[config.mk]
export PLATFORM = sky130hd
export DESIGN_NAME = fetch_stage
export DESIGN_NICKNAME = d
export VERILOG_FILES = /design/src/rtl/fetch_stage.sv
export SDC_FILE = /design/constraint.sdc
export NUM_CORES = 1
export LEC_CHECK = 0
export ABC_AREA = 1
export BUFFER_PORTS_ARGS = -buffer_cell sky130_fd_sc_hd__buf_2
export CAP_MARGIN = 20
export CORE_ASPECT_RATIO = 1.2
export CORE_MARGIN = 2
export CORE_UTILIZATION = 50
export DETAILED_ROUTE_END_ITERATION = 7
export GPL_ROUTABILITY_DRIVEN = 0
export PLACE_DENSITY = 0.85
export SLEW_MARGIN = 25
export SYNTH_ARGS = -nofsm -noshare
export SYNTH_HDL_FRONTEND = slang
export SYNTH_SLANG_ARGS = --single-unit
[constraint.sdc]
create_clock -name clk -period 4.6 [get_ports clk]
set_clock_uncertainty 0.15 [all_clocks]
set_input_delay 0.46 -clock clk [delete_from_list [all_inputs] [get_ports clk]]
set_output_delay 0.46 -clock clk [all_outputs]
set_load 0.01 [all_outputs]
[src/rtl/fetch_stage.sv]
// Instruction fetch stage with IF/ID pipeline register and decode field slicing.
// Optional performance counters are built only when FETCH_PERF_EN is defined.
module fetch_stage #(
   parameter logic [31:0] RESET_PC = 32'h0000_0000
) (
   input  logic        clk,
   input  logic        reset,
   input  logic        stall,
   input  logic        flush,
   input  logic        redirect,
   input  logic [31:0] redirect_pc,
   output logic [31:0] imem_addr,
   input  logic [31:0] imem_data,
   output logic        id_valid,
   output logic [31:0] id_instr,
   output logic [31:0] id_pc,
   output logic [31:0] id_pc_plus1,
   output logic [5:0]  id_opcode,
   output logic [3:0]  id_rd,
   output logic [3:0]  id_rs,
   output logic [3:0]  id_rt,
   output logic [13:0] id_imm,
   output logic [31:0] perf_fetched,
   output logic [31:0] perf_stalls
);

   typedef enum logic {
      ST_RESET = 1'b0,
      ST_RUN   = 1'b1
   } run_state_t;

   typedef enum logic [2:0] {
      ACT_IDLE,
      ACT_REDIRECT,
      ACT_HOLD,
      ACT_HOLD_FLUSH,
      ACT_FLUSH,
      ACT_FETCH
   } action_t;

   run_state_t  run_state;
   action_t     action;

   logic [31:0] pc_q,        pc_d;
   logic        valid_q,     valid_d;
   logic [31:0] instr_q,     instr_d;
   logic [31:0] id_pc_q,     id_pc_d;
   logic [31:0] id_pc_p1_q,  id_pc_p1_d;
   logic [31:0] pc_plus1;
   logic        load_valid;
   logic        stall_cycle;

   // Run control follows reset directly so the first fetch happens in the
   // very first cycle after reset is released.
   assign run_state = reset ? ST_RESET : ST_RUN;
   assign pc_plus1  = pc_q + 32'd1;

   always_comb begin
      action = ACT_IDLE;
      case (run_state)
         ST_RESET: action = ACT_IDLE;
         ST_RUN: begin
            if (redirect)
               action = ACT_REDIRECT;
            else if (stall && flush)
               action = ACT_HOLD_FLUSH;
            else if (stall)
               action = ACT_HOLD;
            else if (flush)
               action = ACT_FLUSH;
            else
               action = ACT_FETCH;
         end
         default: action = ACT_IDLE;
      endcase
   end

   always_comb begin
      pc_d       = pc_q;
      valid_d    = valid_q;
      instr_d    = instr_q;
      id_pc_d    = id_pc_q;
      id_pc_p1_d = id_pc_p1_q;
      case (action)
         ACT_REDIRECT: begin
            pc_d       = redirect_pc;
            valid_d    = 1'b0;
            instr_d    = 32'h0;
            id_pc_d    = 32'h0;
            id_pc_p1_d = 32'h0;
         end
         ACT_HOLD_FLUSH: begin
            valid_d    = 1'b0;
            instr_d    = 32'h0;
            id_pc_d    = 32'h0;
            id_pc_p1_d = 32'h0;
         end
         ACT_FLUSH: begin
            pc_d       = pc_plus1;
            valid_d    = 1'b0;
            instr_d    = 32'h0;
            id_pc_d    = 32'h0;
            id_pc_p1_d = 32'h0;
         end
         ACT_FETCH: begin
            pc_d       = pc_plus1;
            valid_d    = 1'b1;
            instr_d    = imem_data;
            id_pc_d    = pc_q;
            id_pc_p1_d = pc_plus1;
         end
         default: ;
      endcase
   end

   always_ff @(posedge clk) begin
      if (reset) begin
         pc_q       <= RESET_PC;
         valid_q    <= 1'b0;
         instr_q    <= 32'h0;
         id_pc_q    <= 32'h0;
         id_pc_p1_q <= 32'h0;
      end else begin
         pc_q       <= pc_d;
         valid_q    <= valid_d;
         instr_q    <= instr_d;
         id_pc_q    <= id_pc_d;
         id_pc_p1_q <= id_pc_p1_d;
      end
   end

   assign load_valid  = (action == ACT_FETCH);
   assign stall_cycle = (action == ACT_HOLD) || (action == ACT_HOLD_FLUSH);

`ifdef FETCH_PERF_EN
   logic [31:0] fetched_q, fetched_d;
   logic [31:0] stalls_q,  stalls_d;

   // Saturating counters: stick at all-ones rather than wrapping.
   always_comb begin
      fetched_d = fetched_q;
      stalls_d  = stalls_q;
      if (load_valid && (fetched_q != 32'hFFFF_FFFF))
         fetched_d = fetched_q + 32'd1;
      if (stall_cycle && (stalls_q != 32'hFFFF_FFFF))
         stalls_d = stalls_q + 32'd1;
   end

   always_ff @(posedge clk) begin
      if (reset) begin
         fetched_q <= 32'h0;
         stalls_q  <= 32'h0;
      end else begin
         fetched_q <= fetched_d;
         stalls_q  <= stalls_d;
      end
   end

   assign perf_fetched = fetched_q;
   assign perf_stalls  = stalls_q;
`else
   logic unused_perf;
   assign unused_perf  = load_valid ^ stall_cycle;
   assign perf_fetched = 32'h0;
   assign perf_stalls  = 32'h0;
`endif

   assign imem_addr   = pc_q;
   assign id_valid    = valid_q;
   assign id_instr    = instr_q;
   assign id_pc       = id_pc_q;
   assign id_pc_plus1 = id_pc_p1_q;
   assign id_opcode   = instr_q[31:26];
   assign id_rd       = instr_q[25:22];
   assign id_rs       = instr_q[21:18];
   assign id_rt       = instr_q[17:14];
   assign id_imm      = instr_q[13:0];

endmodule
==> impl_metrics.py, run 1 <==
metrics = {
    "synthesis": {
        "synthDistinctLibCells": 28,
        "synth_seq_cells": 129,
        "ys_seq_area_share_pct": 41.33,
        "syn_avg_cell_area_um2": 7.395,
        "ys_warn_count": 0,
        "synthesis.area_mm2": 0.006248,
        "synthCells": 845,
    },
    "critical_path": {
        "crit_arrival_ns": 2.91,
        "r2r_start": "imem_addr[0]$_SDFFE_PP0P_",
        "critPathCaptureType": "flip-flop",
        "path_common_cell": "inv_2",
        "crit_chain": "buf_4 -> inv_2 -> nand2_4 -> nor2_8 -> inv_2 -> nor2_4 -> buf_12 -> a22oi_1 -> nor2_1",
        "path_class": "input pin to flip-flop",
        "worstSetupStartpoint": "reset",
        "crit_path_top_delay_cell": "buf_4",
        "crit_required_ns": 4.71,
        "r2r-end": "imem_addr[22]$_SDFFE_PP0P_",
        "r2r_slack_ns": 2.32,
        "start_kind": "input pin",
        "cpPeakStageDelay_ns": 0.69,
        "critical_path_peak_fanout": 94,
        "reg2regPathDepth": 10,
        "cp-endpoint": "id_instr[7]$_SDFFE_PP0P_",
    },
    "global_routing": {
        "grt_first_pass_wirelength_mm": 25.88,
        "grt_pass1_vias": 5250,
        "globalRouteOverflowTotal": 0,
        "antenna_found_initial": 2,
        "grt_max_degree": 95,
        "grt_usage_pct": 24.11,
    },
    "sta": {
        "rsz0062_at_grt": "no",
        "slew_headroom_pct": 34.31,
        "totalNegativeSetupSlack_ns": 0,
        "fmax_mhz": 356.9,
        "setup_viol": 0,
        "fin_crit_sh_pct": 60.91,
        "slew_viol_final": 0,
        "fin_ws_ns": 1.798,
        "hold_viol": 0,
        "max_slew.worst_pin.slew_ns": 0.9854,
        "layout_min_cycle_time_ns": 2.802,
        "worst_hold_slack_ns": 0.1361,
    },
    "floorplanning": {
        "die_x_um": 106.1,
        "core_mm2": 0.01217,
        "initial_utilization_pct": 51.36,
        "rows": 44,
        "die-area_mm2": 0.01341,
        "pin_count": 294,
        "fp.dieH_um": 126.5,
    },
    "cts": {
        "clock_latency_ns": 0.41,
        "path_clk_slew_ns": 0.06,
        "cts_tree": "built",
        "cts_buffers": 17,
        "cts.sinks": 129,
        "clock_tree.root_cell": "clkbuf_16",
        "ctsResizeCount": 0,
        "htree_levels": 4,
        "hold_buffers": 0,
        "post_cts_buffers": 0,
        "cts_max_path_buffers": 2,
    },
    "job": {
        "cap_violations": 0,
    },
    "final_layout": {
        "layout-drive-gt1-share_pct": 26.90,
        "layout.nets": 1094,
        "design_area_mm2": 0.007532,
        "syn_to_final_growth_pct": 20.54,
    },
    "placed_design": {
        "place_area_mm2": 0.006944,
        "dpl.hpwl_mm": 11.89,
        "dpl_worst_slack_ns": 1.380,
        "io_buffers": 229,
    },
    "drt": {
        "drc": 0,
        "drtAntennaViolNets": 0,
        "wl_per_cell_um": 14.07,
        "drtIter0Drc": 394,
        "drt-pass1-iter-count": 6,
        "vias": 5963,
        "viasPerCell": 4.969,
        "totalWireLength_mm": 16.88,
    },
    "status": {
        "status": "finished, final reports clean",
    },
    "min_path": {
        "min_from": "imem_data[5]",
        "hold_class": "input pin to flip-flop",
    },
    "power": {
        "p_total_mw": 2.784,
        "worst_ir_drop_vdd_mv": 0.2310,
        "power.leakage_nw": 3.715,
        "power_density_mw_per_mm2": 369.6,
    },
}
-- metal layers --
layer	routed length [µm]	global-route usage (%)
met1	6737	27.14
met2	8574	43.15
met3	1156	5.961
met4	397	10.29
met5	17	0
-- synth_stat cells, drive strengths merged --
cell type	number	area, µm²
ha	1	12.51
a22o	1	8.760
xnor2	1	8.760
a22oi	67	503.0
inv	32	120.1
nand2	211	807.0
o22ai	1	6.260
a21oi	26	130.1
clkbuf	18	67.56
nor2	158	651.9
a21boi	1	7.510
dfxtp	129	2582
o21ai	42	210.2
nand3b	8	60.06
a32o	1	10.01
xor2	12	105.1
buf	117	863.3
conb	1	3.750
nand3	18	90.09
-- stage by stage --
step / util, % / instances
after floorplan: - / 908
after global routing: 61.87 / 1198
after detailed placement: 57.08 / 1166
after global placement: 57.08 / 1166
after CTS: 61.87 / 1198
final: 61.91 / 1200
-- logic make-up (layout without fill, tap and decap cells) --
logic type	after synthesis	after routing	share of synthesized area [%]
compound gates	139	139	14.02
xor+xnor	13	13	1.822
fa+ha+maj	1	1	0.2002
buf+inv	167	296	16.82
flops	129	129	41.33
other cells	1	66	0.06001
simple gates	395	395	25.75
-- sequential cells by signal, indices dropped and copies added (netlist names) --
register	flops
imem_addr	32
id_instr	32
id_pc	32
id_pc_plus1	32
id_valid	1
-- area by class of cell --
class | count | area, µm²
Fill cell | 1124 | 4634
Multi-Input combinational cell | 612 | 2856
Clock buffer | 22 | 474.2
Inverter | 32 | 120.1
Antenna cell | 2 | 5.005
Timing Repair Buffer | 232 | 1184
Clock inverter | 10 | 108.9
Tap cell | 161 | 201.4
Sequential cell | 129 | 2582
-- worst max-delay path, delay by kind of cell --
family                 cells  cell delay [ns]
buffers and inverters      4             1.62
and+or+nand+nor            4             0.56
AOI/OAI and AO/OA          1             0.20
-- power by group --
part	total, mW	internal [mW]	switching, mW
combinational	0.265	0.0897	0.176
clock	1.31	0.836	0.476
sequential	1.21	1.15	0.0534
-- cells in the final DEF (no fill, tap or decap), types with 4 or more instances in the layout --
cell       Yosys  layout
a21oi_1       26      26
a22oi_1       67      67
buf_2         15     228
clkbuf_16      0      17
clkinv_2       0       5
conb_1         1      64
dfxtp_1      129     129
inv_1         29      29
nand2_1      207     207
nand3_1       18      18
nand3b_1       8       8
nor2_1       148     148
nor2_2         5       5
nor2_4         4       4
o21ai_0       38      38
o21ai_1        4       4
xor2_1        12      12
-- how the worst min path moves through the flow --
stage	cells past startpoint	endpoint	slack, ns
after CTS	3	id_instr[5]$_SDFFE_PP0P_	0.13
after detailed placement	2	id_pc_plus1[15]$_SDFFE_PP0P_	0.30
final	3	id_instr[5]$_SDFFE_PP0P_	0.14
after global routing	3	id_instr[1]$_SDFFE_PP0P_	0.14
after global placement	2	id_pc_plus1[19]$_SDFFE_PP0P_	0.30
after floorplan	2	id_pc_plus1[11]$_SDFFE_PP0P_	0.34
Power figures use the tool's default switching activity.
==> run 2: changes to the inputs <==
CORE_UTILIZATION = 47   (was 50)
PLACE_DENSITY = 0.81   (was 0.85)
clock period = 2.6 ns   (was 4.6 ns; I/O delays follow)
==> impl_metrics.py, run 2 (synthesis gave the netlist of run 1 again) <==
metrics = {
    "critical_path": {
        "crit_arrival_ns": 2.21,
        "critical_path_peak_fanout": 7,
        "crit_path_top_delay_cell": "dfxtp_1",
        "cp_top_family": "simple AND/OR/NAND/NOR gates",
        "crit_required_ns": 2.75,
        "cpPeakStageDelay_ns": 0.45,
        "crit_chain": "ha_1 -> nand2_1 -> nor2_2 -> nand2_1 -> nor2_2 -> nand2_1 -> nand2_1 -> nand2_1 -> o21ai_0 -> nand2_1",
        "start_kind": "flip-flop",
        "critPathCaptureType": "flip-flop",
        "path_common_cell": "nand2_1",
        "path_class": "flip-flop to flip-flop",
        "cp_num_buf_inv": 0,
    },
    "power": {
        "power_density_mw_per_mm2": 620.6,
        "intPower_mw": 3.570,
        "power_switching_mw": 1.353,
        "sw_frac_of_total_pct": 27.49,
        "power.leakage_nw": 3.884,
        "worst_ir_drop_vdd_mv": 0.3971,
        "pwr-share-clk_pct": 46.0,
        "combPwrFrac_pct": 10.6,
        "seq_power_share_pct": 43.4,
    },
    "floorplanning": {
        "die-area_mm2": 0.01424,
        "initial_utilization_pct": 47.62,
        "rows": 46,
        "core_mm2": 0.01312,
        "pin_count": 294,
        "fp.dieH_um": 130.3,
        "die_x_um": 109.3,
    },
    "sta": {
        "layout_min_cycle_time_ns": 2.063,
        "fmax_mhz": 484.8,
        "setup_viol": 0,
        "hold_viol": 0,
        "slew_viol_final": 0,
        "fin_crit_sh_pct": 79.33,
        "totalNegativeSetupSlack_ns": 0,
        "rsz0062_at_grt": "no",
        "max_slew.worst_pin.slew_ns": 0.7089,
        "slew_headroom_pct": 52.69,
    },
    "final_layout": {
        "seq_area_mm2": 0.002582,
        "final_common_cell": "buf_2",
        "final_util_pct": 60.45,
        "layout-drive-gt1-share_pct": 26.76,
        "syn_to_final_growth_pct": 26.95,
        "mostFrequentLayoutCells": "228 x buf_2, 207 x nand2_1, 147 x nor2_1",
        "multi_input_area_mm2": 0.002859,
        "layout.nets": 1137,
        "n_fill_cell": 1165,
    },
    "placed_design": {
        "dpl.hpwl_mm": 12.41,
        "io_buffers": 229,
    },
    "cts": {
        "cts.sinks": 129,
        "post_cts_buffers": 0,
        "cts_tree": "built",
        "path_clk_slew_ns": 0.06,
        "cts_max_path_buffers": 2,
        "hold_buffers": 35,
        "clock_tree.root_cell": "clkbuf_16",
        "cts_buffers": 17,
        "htree_levels": 4,
        "clock_latency_ns": 0.41,
        "ctsResizeCount": 0,
    },
    "global_routing": {
        "grt_usage_pct": 23.64,
        "grt_pass1_vias": 5558,
        "antenna_found_initial": 1,
        "grt_max_degree": 62,
        "globalRouteOverflowTotal": 0,
        "grt_first_pass_wirelength_mm": 26.40,
    },
    "drt": {
        "wl_per_cell_um": 14.15,
        "drc": 0,
        "viasPerCell": 4.912,
        "totalWireLength_mm": 17.67,
        "drt-pass1-iter-count": 7,
        "drtIter0Drc": 342,
        "vias": 6135,
        "drtAntennaViolNets": 0,
    },
    "min_path": {
        "hold_class": "input pin to flip-flop",
    },
    "job": {
        "cap_violations": 0,
    },
    "status": {
        "status": "finished, final reports clean",
    },
}
[run 2: path summary, 6_finish.rpt]
| path | start | endpoint | slack, ns | cells after the start |
|---|---|---|---|---|
| setup / recovery | imem_addr[0]$_SDFFE_PP0P_ | imem_addr[22]$_SDFFE_PP0P_ | 0.54 | 10 |
| hold reg to reg | id_pc_plus1[16]$_SDFFE_PP0P_ | id_pc_plus1[16]$_SDFFE_PP0P_ | 0.31 | 2 |
| hold / removal | redirect_pc[11] | imem_addr[11]$_SDFFE_PP0P_ | 0.005 | 3 |
| setup reg to reg | imem_addr[0]$_SDFFE_PP0P_ | imem_addr[22]$_SDFFE_PP0P_ | 0.54 | 10 |
[run 2: area by class of cell]
class | instances | share of cell area (%)
repair buffers | 275 | 20.09
clock inverters | 14 | 1.703
clock buffers | 18 | 5.410
diodes | 1 | 0.03155
multi-input cells | 612 | 36.04
well taps | 168 | 2.650
flip-flops and latches | 129 | 32.56
inverters | 32 | 1.514
[run 2: layer usage]
metal | global-route usage (%) | up-vias | routed length [µm]
met5 | 0 | - | 0
met4 | 11.02 | 0 | 591
met3 | 5.395 | 56 | 1284
met2 | 42.20 | 294 | 8846
met1 | 26.52 | 2765 | 6945
li1 | - | 3020 | -
[run 2: worst min-delay path: cells and delay by family]
kind                   cells  cell delay [ns]
buffers and inverters      1             0.08
AOI/OAI and AO/OA          2             0.19
[run 2: stage by stage]
step	instance area (µm²)	setup WS, ns	power (mW)	std cells	hold slack, ns
floorplan	6485	0.8416	2.524	908	0.2583
global placement	7015	0.6404	2.645	1181	0.3001
detailed placement	7015	0.6144	2.650	1181	0.3043
CTS	7930	0.5491	4.952	1248	0.0006428
global route	7933	0.3729	5.107	1249	0.009563
finish	7933	0.5374	4.923	1249	0.005089
[run 2: power groups by stage]
stage	clock network [mW]	logic (mW)	registers, mW
final	2.27	0.521	2.13
after global routing	2.39	0.579	2.14
after CTS	2.30	0.519	2.13
after detailed placement	0	0.474	2.18
after global placement	0	0.470	2.17
after floorplan	0	0.349	2.17
